## config.mk

```make
export PLATFORM = sky130hd
export DESIGN_NAME = note_uart_rx_flat
export DESIGN_NICKNAME = d
export VERILOG_FILES = /design/src/rtl/note_pkg.sv /design/src/rtl/note_uart_rx_if.sv /design/src/rtl/rx_fifo.sv /design/src/rtl/note_uart_rx.sv /design/src/flat_wrapper.sv
export SDC_FILE = /design/constraint.sdc
export NUM_CORES = 1
export LEC_CHECK = 0
export ABC_CLOCK_PERIOD_IN_PS = 2200
export BUFFER_PORTS_ARGS = -buffer_cell sky130_fd_sc_hd__clkbuf_2
export CORE_AREA = 3 3 100 102
export CTS_BUF_LIST = sky130_fd_sc_hd__clkbuf_4 sky130_fd_sc_hd__clkbuf_8
export DETAILED_ROUTE_END_ITERATION = 8
export DIE_AREA = 0 0 103 105
export GPL_TIMING_DRIVEN = 0
export SLEW_MARGIN = 20
export SYNTH_ARGS = -nofsm -noshare
export SYNTH_HDL_FRONTEND = slang
export SYNTH_SLANG_ARGS = --single-unit
export TNS_END_PERCENT = 20
```

## constraint.sdc

```tcl
create_clock -name clk -period 2.2 [get_ports clk]
set_input_delay 0.11 -clock clk [delete_from_list [all_inputs] [get_ports clk]]
set_output_delay 0.11 -clock clk [all_outputs]
set_load 0.02 [all_outputs]
```

## src/rtl/note_pkg.sv

```systemverilog
// Shared note-player definitions: receiver FSM states, note codes and the
// ASCII-to-note decoder used by the UART front end, sequencer and display.
package note_pkg;

  typedef enum logic [2:0] {
    S_IDLE,
    S_START,
    S_DATA,
    S_STOP,
    S_WAIT_HIGH
  } rx_state_e;

  localparam logic [2:0] NOTE_NONE = 3'd0;
  localparam logic [2:0] NOTE_C    = 3'd1;
  localparam logic [2:0] NOTE_D    = 3'd2;
  localparam logic [2:0] NOTE_E    = 3'd3;
  localparam logic [2:0] NOTE_F    = 3'd4;
  localparam logic [2:0] NOTE_G    = 3'd5;
  localparam logic [2:0] NOTE_A    = 3'd6;
  localparam logic [2:0] NOTE_B    = 3'd7;

  // Rounded clocks-per-oversample-tick divider.
  function automatic int calc_div(input int clk_hz, input int baud, input int ovs);
    return (clk_hz + (baud * ovs) / 2) / (baud * ovs);
  endfunction

  // Clearing bit 5 folds 'a'..'z' onto 'A'..'Z'; no other byte lands on a letter.
  function automatic logic [2:0] ascii_to_note(input logic [7:0] c);
    logic [7:0] u;
    u = c & 8'hDF;
    case (u)
      8'h43:   return NOTE_C;
      8'h44:   return NOTE_D;
      8'h45:   return NOTE_E;
      8'h46:   return NOTE_F;
      8'h47:   return NOTE_G;
      8'h41:   return NOTE_A;
      8'h42:   return NOTE_B;
      default: return NOTE_NONE;
    endcase
  endfunction

endpackage

```

## src/rtl/note_uart_rx_if.sv

```systemverilog
// Byte/note handshake between the UART receiver and the note consumer.
interface note_uart_rx_if;
  logic       rd_en;
  logic [7:0] rx_data;
  logic       rx_valid;
  logic [2:0] note_code;
  logic       frame_err;
  logic       overrun;

  modport master (
    input  rd_en,
    output rx_data, rx_valid, note_code, frame_err, overrun
  );

  modport slave (
    output rd_en,
    input  rx_data, rx_valid, note_code, frame_err, overrun
  );
endinterface

```

## src/rtl/rx_fifo.sv

```systemverilog
// First-word-fall-through byte FIFO; pointers carry one wrap bit so full and
// empty are distinguishable without a separate counter.
module rx_fifo #(
  parameter int DEPTH = 4,
  parameter int W     = 8
) (
  input  logic         clk,
  input  logic         clr,
  input  logic         push,
  input  logic [W-1:0] din,
  input  logic         pop_req,
  output logic [W-1:0] head,
  output logic         empty,
  output logic         full
);
  localparam int AW = $clog2(DEPTH);

  logic [AW:0]  wptr, rptr;
  logic [W-1:0] mem [DEPTH];
  logic         pop, wr;

  assign empty = (wptr == rptr);
  assign full  = (wptr[AW] != rptr[AW]) && (wptr[AW-1:0] == rptr[AW-1:0]);
  assign pop   = pop_req && !empty;
  // A pop in the same cycle frees the slot the push needs.
  assign wr    = push && (!full || pop);
  assign head  = empty ? '0 : mem[rptr[AW-1:0]];

  always_ff @(posedge clk or negedge clr) begin
    if (!clr) begin
      wptr <= '0;
      rptr <= '0;
    end else begin
      if (wr)  wptr <= wptr + 1'b1;
      if (pop) rptr <= rptr + 1'b1;
    end
  end

  always_ff @(posedge clk) begin
    if (wr) mem[wptr[AW-1:0]] <= din;
  end

endmodule

```

## src/rtl/note_uart_rx.sv

```systemverilog
// 8N1 UART receiver with 16x oversampling, a small FWFT byte FIFO and a
// combinational note decode of the FIFO head.
module note_uart_rx import note_pkg::*; #(
  parameter int CLK_HZ = 25_000_000,
  parameter int BAUD   = 9600,
  parameter int OVS    = 16,
  parameter int DEPTH  = 4
) (
  input  logic           clk,
  input  logic           clr,
  input  logic           mRxD,
  note_uart_rx_if.master bus
);
  localparam int DIV = calc_div(CLK_HZ, BAUD, OVS);
  localparam int CW  = (DIV > 1) ? $clog2(DIV) : 1;
  localparam int TW  = $clog2(OVS);
  localparam logic [TW-1:0] MID  = TW'(OVS / 2 - 1);
  localparam logic [TW-1:0] LAST = TW'(OVS - 1);

  logic          rx_s1, rxs, rxs_q;
  logic [CW-1:0] cnt;
  logic          tick, div_clr;
  rx_state_e     state, state_n;
  logic [TW-1:0] tcnt, tcnt_n;
  logic [2:0]    bidx, bidx_n;
  logic [7:0]    shreg, shreg_n;
  logic          push, ferr, ferr_q, ovr_q;
  logic          fifo_empty, fifo_full, pop;
  logic [7:0]    head;

  // Sync flops idle high so a line held low across reset is not a start edge
  // until it has been seen high again.
  always_ff @(posedge clk or negedge clr) begin
    if (!clr) begin
      rx_s1 <= 1'b1;
      rxs   <= 1'b1;
      rxs_q <= 1'b1;
    end else begin
      rx_s1 <= mRxD;
      rxs   <= rx_s1;
      rxs_q <= rxs;
    end
  end

  assign tick = (cnt == CW'(DIV - 1));

  always_ff @(posedge clk or negedge clr) begin
    if (!clr)               cnt <= '0;
    else if (div_clr||tick) cnt <= '0;
    else                    cnt <= cnt + 1'b1;
  end

  always_ff @(posedge clk or negedge clr) begin
    if (!clr) begin
      state  <= S_IDLE;
      tcnt   <= '0;
      bidx   <= '0;
      shreg  <= '0;
      ferr_q <= 1'b0;
      ovr_q  <= 1'b0;
    end else begin
      state  <= state_n;
      tcnt   <= tcnt_n;
      bidx   <= bidx_n;
      shreg  <= shreg_n;
      ferr_q <= ferr;
      ovr_q  <= push && fifo_full && !pop;
    end
  end

  always_comb begin
    state_n = state;
    tcnt_n  = tcnt;
    bidx_n  = bidx;
    shreg_n = shreg;
    div_clr = 1'b0;
    push    = 1'b0;
    ferr    = 1'b0;
    case (state)
      S_IDLE: begin
        if (rxs_q && !rxs) begin
          state_n = S_START;
          tcnt_n  = '0;
          div_clr = 1'b1;
        end
      end
      S_START: begin
        if (tick) begin
          if (tcnt == MID) begin
            tcnt_n = '0;
            bidx_n = '0;
            state_n = rxs ? S_IDLE : S_DATA;
          end else begin
            tcnt_n = tcnt + 1'b1;
          end
        end
      end
      S_DATA: begin
        if (tick) begin
          if (tcnt == LAST) begin
            tcnt_n  = '0;
            shreg_n = {rxs, shreg[7:1]};
            if (bidx == 3'd7) state_n = S_STOP;
            else              bidx_n  = bidx + 3'd1;
          end else begin
            tcnt_n = tcnt + 1'b1;
          end
        end
      end
      S_STOP: begin
        if (tick) begin
          if (tcnt == LAST) begin
            tcnt_n = '0;
            if (rxs) begin
              push    = 1'b1;
              state_n = S_IDLE;
            end else begin
              ferr    = 1'b1;
              state_n = S_WAIT_HIGH;
            end
          end else begin
            tcnt_n = tcnt + 1'b1;
          end
        end
      end
      S_WAIT_HIGH: begin
        if (rxs) state_n = S_IDLE;
      end
      default: state_n = S_IDLE;
    endcase
  end

  assign pop = bus.rd_en && !fifo_empty;

  rx_fifo #(.DEPTH(DEPTH), .W(8)) u_fifo (
    .clk     (clk),
    .clr     (clr),
    .push    (push),
    .din     (shreg),
    .pop_req (bus.rd_en),
    .head    (head),
    .empty   (fifo_empty),
    .full    (fifo_full)
  );

  assign bus.rx_data   = head;
  assign bus.rx_valid  = !fifo_empty;
  assign bus.note_code = ascii_to_note(head);
  assign bus.frame_err = ferr_q;
  assign bus.overrun   = ovr_q;

endmodule

```

## src/flat_wrapper.sv

```systemverilog
// flat-port wrapper written by rule: the top's interface ports become plain ports
module note_uart_rx_flat import note_pkg::*;
#(
  parameter int CLK_HZ = 25_000_000,
  parameter int BAUD   = 9600,
  parameter int OVS    = 16,
  parameter int DEPTH  = 4
)
  (clk, clr, mRxD, bus_rd_en, bus_rx_data, bus_rx_valid, bus_note_code, bus_frame_err, bus_overrun);
  note_uart_rx_if bus_i ();
  input  logic clk;
  input  logic clr;
  input  logic mRxD;
  input wire logic [$bits(bus_i.rd_en)-1:0] bus_rd_en;
  output wire logic [$bits(bus_i.rx_data)-1:0] bus_rx_data;
  output wire logic [$bits(bus_i.rx_valid)-1:0] bus_rx_valid;
  output wire logic [$bits(bus_i.note_code)-1:0] bus_note_code;
  output wire logic [$bits(bus_i.frame_err)-1:0] bus_frame_err;
  output wire logic [$bits(bus_i.overrun)-1:0] bus_overrun;
  assign bus_i.rd_en = bus_rd_en;
  assign bus_rx_data = bus_i.rx_data;
  assign bus_rx_valid = bus_i.rx_valid;
  assign bus_note_code = bus_i.note_code;
  assign bus_frame_err = bus_i.frame_err;
  assign bus_overrun = bus_i.overrun;
  note_uart_rx #(.CLK_HZ(CLK_HZ), .BAUD(BAUD), .OVS(OVS), .DEPTH(DEPTH)) u_core (.clk(clk), .clr(clr), .mRxD(mRxD), .bus(bus_i));
endmodule
```

* After elaboration in Yosys (flattened, before gate mapping) *
Memories as Yosys holds them, arrays and structs flattened.
Index checks and enable logic that the tools add are counted.

storage, ports and cells
  word-level logic and storage cells = 106
  ROM bits = 0
  register bits after elaboration = 37
  bits in latches = 0
  output and inout port bits = 14
  memories = 1
  bits in writable memories = 32
  bits of input ports = 4

operators by class
  muxes and demuxes = 39
  div/mod/pow operators = 0
  multipliers = 0
  bitwise logic cells = 0
  equal/unequal tests = 29
  shift-type cells = 0
  $lt $le $gt $ge = 0
  $add $sub $neg = 5
  reductions and logical operators = 20

memories
  name               words  width  rd ports  clocked after memory_dff  write ports  RTL line       source
  u_core.u_fifo.mem  4      8      1         0                         1            rx_fifo.sv:19  logic [W-1:0] mem [DEPTH];

operators by type and width
  operator                                                               count
  7-bit by 6-bit equality test with 1-bit output, second input constant  7
  3-bit 2-to-1 mux                                                       15
  3-bit case mux with 7 select lines                                     1
  4-bit 2-to-1 mux                                                       5
  2-bit by 1-bit != test with 1-bit output, second input constant        10
  8-bit 2-to-1 mux                                                       2
  3-bit case mux with 5 select lines                                     1
  1-bit 2-to-1 mux                                                       12
  4-bit case mux with 3 select lines                                     1
  3-bit by 1-bit adder with 3-bit output, second input constant          3
  9-bit AND reduction                                                    1
  8-bit by 1-bit adder with 8-bit output, second input constant          1
  8-bit equality test, second input constant                             1
  3-bit by 2-bit equality test with 1-bit output, second input constant  2
  3-bit equality test, second input constant                             2
  1-bit logical AND                                                      6
  3-bit case mux with 2 select lines                                     1
  6-bit AND reduction                                                    1
  4-bit by 1-bit adder with 4-bit output, second input constant          1
  4-bit by 3-bit equality test with 1-bit output, second input constant  1
  4-bit equality test, second input constant                             1
  1-bit zero test                                                        4
  4-bit AND reduction                                                    1
  3-bit by 1-bit equality test with 1-bit output, second input constant  1
  other kinds (11)                                                       12

* Longest topological paths before layout *
  depth after elaboration = 7
  gate-level depth with buffers = 7
  mapped depth without buffers = 6

* Modules after synthesis *
Synthesis repeated with hierarchy kept, for this count alone.

second synthesis, totals
  cell total of the unflattened synthesis = 221
  area, all modules = 3,241.9 µm²

by module, submodules not included
  module        instances  seq. area each (µm²)  cells each  area each (µm²)
  rx_fifo       1          1,111.1               85          1,684.1
  note_uart_rx  1          779.5                 136         1,557.7

* Worst setup path after synthesis *
No wires, ideal clock.

  path type = reg-to-reg
  start point = register u_core.cnt[0]
  end point = memory u_core.u_fifo.mem[3][0], enable pin
  setup slack = 0.154 ns
  period minus slack after synthesis = 2.046 ns
  path buffers = 0
  stages on the path, launching flop included = 6
  library setup time = 0.383 ns
  required time = 1.817 ns
  data arrival time = 1.663 ns
  path through = dfrtp_1 inv_1 ha_1 and4bb_4 nand4_4 nor4b_2

on the way
  longest elaborated chain between the ends = 6

ends and longest elaborated chain
  item                                    RTL line             source
  from (decl)                             note_uart_rx.sv:21   logic [CW-1:0] cnt;
  from (signal assigned)                  note_uart_rx.sv:50   else cnt <= cnt + 1'b1;
  8-bit equality test                     note_uart_rx.sv:45   assign tick = (cnt == CW'(DIV - 1));
  1-bit 2-to-1 mux                        note_uart_rx.sv:111  if (tick) begin
  1-bit 2-to-1 mux                        note_uart_rx.sv:79   case (state)
  1-bit logical AND                       rx_fifo.sv:26        assign wr = push && (!full || pop);
  1-bit 2-to-1 mux                        rx_fifo.sv:40        if (wr) mem[wptr[AW-1:0]] <= din;
  1-bit 2-to-1 mux (not written as such)  rx_fifo.sv:40
  to (decl)                               rx_fifo.sv:19

No other way between the ends.

* Worst setup path in the final report *
  start point = register u_core.u_fifo.rptr[0]
  end point = output bus_note_code[0]

on the way
  longest elaborated chain between the ends = 4
  elaborated cells between the ends (all ways) = 11
  those cells by class = 8 x eq/ne; 2 x mux; 1 x memory

ends and longest elaborated chain
  item                                                     RTL line            source
  from (decl)                                              rx_fifo.sv:18       logic [AW:0] wptr, rptr;
  from (signal assigned)                                   rx_fifo.sv:35       if (pop) rptr <= rptr + 1'b1;
  memory 4 x 8 bit or 3-bit equality test (tied branches)  --
  8-bit 2-to-1 mux (*)                                     rx_fifo.sv:27       assign head = empty ? '0 : mem[rptr[AW-1:0]];
  7-bit by 6-bit equality test with 1-bit output           note_pkg.sv:31      case (u)
  3-bit case mux with 7 select lines (*)                   note_pkg.sv:31
  to (decl)                                                flat_wrapper.sv:17  output wire logic [$bits(bus_i.note_code)-1:0] bus_note_code;

Mark *: on every way between the ends. The rest lies on a longest branch, timed or not.

==> reports/qor.txt <==
Reg-to-reg endpoint - u_core.u_fifo.mem[0][0]$_DFFE_PP_
WL final - 5.438 mm
Total power - 2.594 mW
Synth cell types - 51
Setup violators final - 0
Buffers on Ports - 17
Worst setup margin - 0.1082 ns
First-pass GRT wire length - 9.025 mm
Placeable Area - 9196 um^2
Total vias in the final route - 1834
Root Buffer - clkbuf_8
Total Nets Final - 275
Max Freq - 478.1 MHz
Cells after DPL - 352
Number of remaining DRC errors - 0
Area leader, netlist - edfxtp_1
Antenna violations before repair - 0
Chip Height - 105 um
WP data required - 2.09 ns
Detail-routed via count per cell - 4.865
Die ar. - 10820 um^2
Worst-margin pin slew - 0.9283 ns
Mean Syn Cell Area - 14.32 um^2
Final setup TNS - 0 ns
Post-DRT Antenna Nets - 0
Routability cong. - 0.8057
Ports - 18
CTS tree - done
Skew-Pair Late Insertion Delay - 0.35 ns
Clk_skew - 0.01615 ns
Initial Util - 34.87%
Initial DRC count - 62
Nature of the critical path endpoint - primary output
DP Wirelength - 3.487 mm
Fraction of registers with async set or reset after synthesis - 53.62%
CP max FO - 10
Final hold slack - 0.06715 ns
PwrDens - 697.6 nW/um^2
Layout area overhead - 15.96%
Max-slew violations - 0
R2r worst-path depth - 6
Cts bufs inserted - 9
FILL cells - 877
Grt total ovfl - 0
Max-cap violations - 0
Post-route minimum period - 2.092 ns
Startpoint types - flip-flop
Synth Instances - 224
Status - finished clean
Hold_sp - bus_rd_en
Clk buf depth - 2
Synth top area cells - edfxtp_1, dfrtp_1, mux4_2
Slew headroom - 38.11%
VDD IR max - 0.4591 mV
Yosys warnings - 0
Most numerous cell in the Yosys netlist - dfrtp_1
FF-to-FF setup slack - 0.19 ns
Synth top area share - 29.96%
Main flop type after synthesis - dfrtp_1
Pin count of the biggest net entering global routing - 38
All-layer global routing usage - 10.93%
First-pass detailed-route iteration total - 4
Synth cell count leaders - dfrtp_1, edfxtp_1, nor2_1
Worst Hold Path EP - u_core.u_fifo.rptr[0]$_DFFE_PN0P_
Fin cells - 377
Final Hold Vio Count - 0
Number of synthesized flops with an enable pin - 32
Share of layout cells above drive strength 1 - 30.08%
Row count - 35
Post-place setup slack - -0.08028 ns
RSZ-0062 raised after global routing - true
Crit path DAT - 1.98 ns
# diodes - 0
Hold Crit Class - in2reg
Critical path class - reg2out
Yosys reg bits - 69
Post-Syn Area - 3207 um^2
Worst Hold Depth - 3
Vias in the first global route - 1819
Post-Syn Nets - 238
Lkg Pwr - 1.625 nW
Clock sink count - 69
WL/cell - 14.42 um
Die X-Extent - 103 um
Clock slew at reported path FFs - 0.08 ns
Seq/Total Area, Yosys - 58.95%
Fin crit share - 95.08%
Reg2reg start - u_core.cnt[0]$_DFF_PN0_
Number of H-tree levels - 3
-- cells in the final DEF (no fill, tap or decap), drive strengths merged, types with 3 or more instances in the layout --
master  count
edfxtp     32
ha         10
nor2       18
mux2       12
xnor2       9
a21oi       3
dfrtp      34
o21ai       3
buf        16
and2       11
clkinv      4
nand2      10
nor3        4
clkbuf     25
mux2i       3
inv         9
mux4        8
nand3      11
xor2        7
dfstp       3
-- layer usage --
layer	part of all wire, %	vias up	wire length, um	global-route usage [%]
met3	3.0	4	162	3.605
met2	50	25	2702	17.37
met4	0.83	0	45	3.330
met1	46	906	2527	14.06
met5	0	-	0	0
li1	-	899	-	-
-- report_power, final --
group | leakage, nW | switching [mW] | total, mW | internal [mW]
clock network | 0.0874 | 0.497 | 0.908 | 0.410
registers | 0.853 | 0.0852 | 1.50 | 1.41
logic | 0.684 | 0.0923 | 0.190 | 0.0975
-- registers in the layout (all words and copies together), names as in the netlist --
| register | cells |
|---|---|
| u_core.u_fifo.mem | 32 |
| u_core.cnt | 8 |
| u_core.shreg | 8 |
| u_core.tcnt | 4 |
| u_core.bidx | 3 |
| u_core.state | 3 |
| u_core.u_fifo.rptr | 3 |
| u_core.u_fifo.wptr | 3 |
| u_core.bus.frame_err | 1 |
| u_core.bus.overrun | 1 |
| u_core.rx_s1 | 1 |
| u_core.rxs | 1 |
| u_core.rxs_q | 1 |
-- worst max path at each step --
| stage | from | end | slack, ns | cells past startpoint |
|---|---|---|---|---|
| detailed placement | u_core.cnt[0]$_DFF_PN0_ | u_core.u_fifo.mem[0][4]$_DFFE_PP_ | -0.08 | 6 |
| finish | u_core.u_fifo.rptr[0]$_DFFE_PN0P_ | bus_note_code[0] | 0.11 | 6 |
| CTS | u_core.u_fifo.rptr[0]$_DFFE_PN0P_ | bus_note_code[2] | 0.008 | 6 |
| global route | u_core.u_fifo.rptr[0]$_DFFE_PN0P_ | bus_note_code[1] | -0.01 | 6 |
| floorplan | u_core.cnt[0]$_DFF_PN0_ | u_core.u_fifo.mem[3][0]$_DFFE_PP_ | 0.15 | 5 |
| global placement | u_core.cnt[0]$_DFF_PN0_ | u_core.u_fifo.mem[3][4]$_DFFE_PP_ | -0.30 | 5 |
-- timing repair --
| item | in CTS | in global routing |
|---|---|---|
| hold endpoints to repair | 35 | 0 |
| endpoints found under the setup margin | 27 | 36 |
| gates resized for setup | 6 | 8 |
| pin swaps | 0 | 2 |
| hold buffers | 2 | 0 |
| buffers inserted | 0 | 7 |
-- kinds of logic (layout without fill, tap and decap cells) --
group	after synthesis	after routing	share of synthesized area, %
and+or+nand+nor	73	73	14.51
DFF	69	69	58.95
muxes	23	23	11.82
AOI/OAI and AO/OA	18	18	3.941
xor gates and xnor gates	16	16	4.370
buffers and inverters	15	57	2.497
adders and majority gates	10	10	3.902
-- through the flow --
stage               instance area (um^2)  utilization, %
floorplan                           3207               -
global placement                    3431           37.31
detailed placement                  3440           37.40
CTS                                 3645           39.63
global route                        3719           40.44
finish                              3719           40.44
-- cell type report --
| cell class | count | area [um^2] | area share (%) |
|---|---|---|---|
| Clock inverter | 7 | 47.55 | 1.279 |
| Timing Repair Buffer | 26 | 162.7 | 4.374 |
| Clock buffer | 9 | 123.9 | 3.331 |
| Sequential cell | 69 | 1891 | 50.84 |
| Multi-Input combinational cell | 140 | 1265 | 34.02 |
| Inverter | 7 | 26.28 | 0.7066 |
| Buffer | 8 | 63.81 | 1.716 |
| Tap cell | 111 | 138.9 | 3.735 |
-- worst max-delay path, stage by stage (launching register included) --
cell and delay (ns):
dfrtp_1 0.39, buf_12 0.15, mux4_2 0.51, nor3_2 0.20
nand3_2 0.11, nor2_1 0.11, buf_2 0.16
Note: power is estimated with default switching activity, not from simulation.
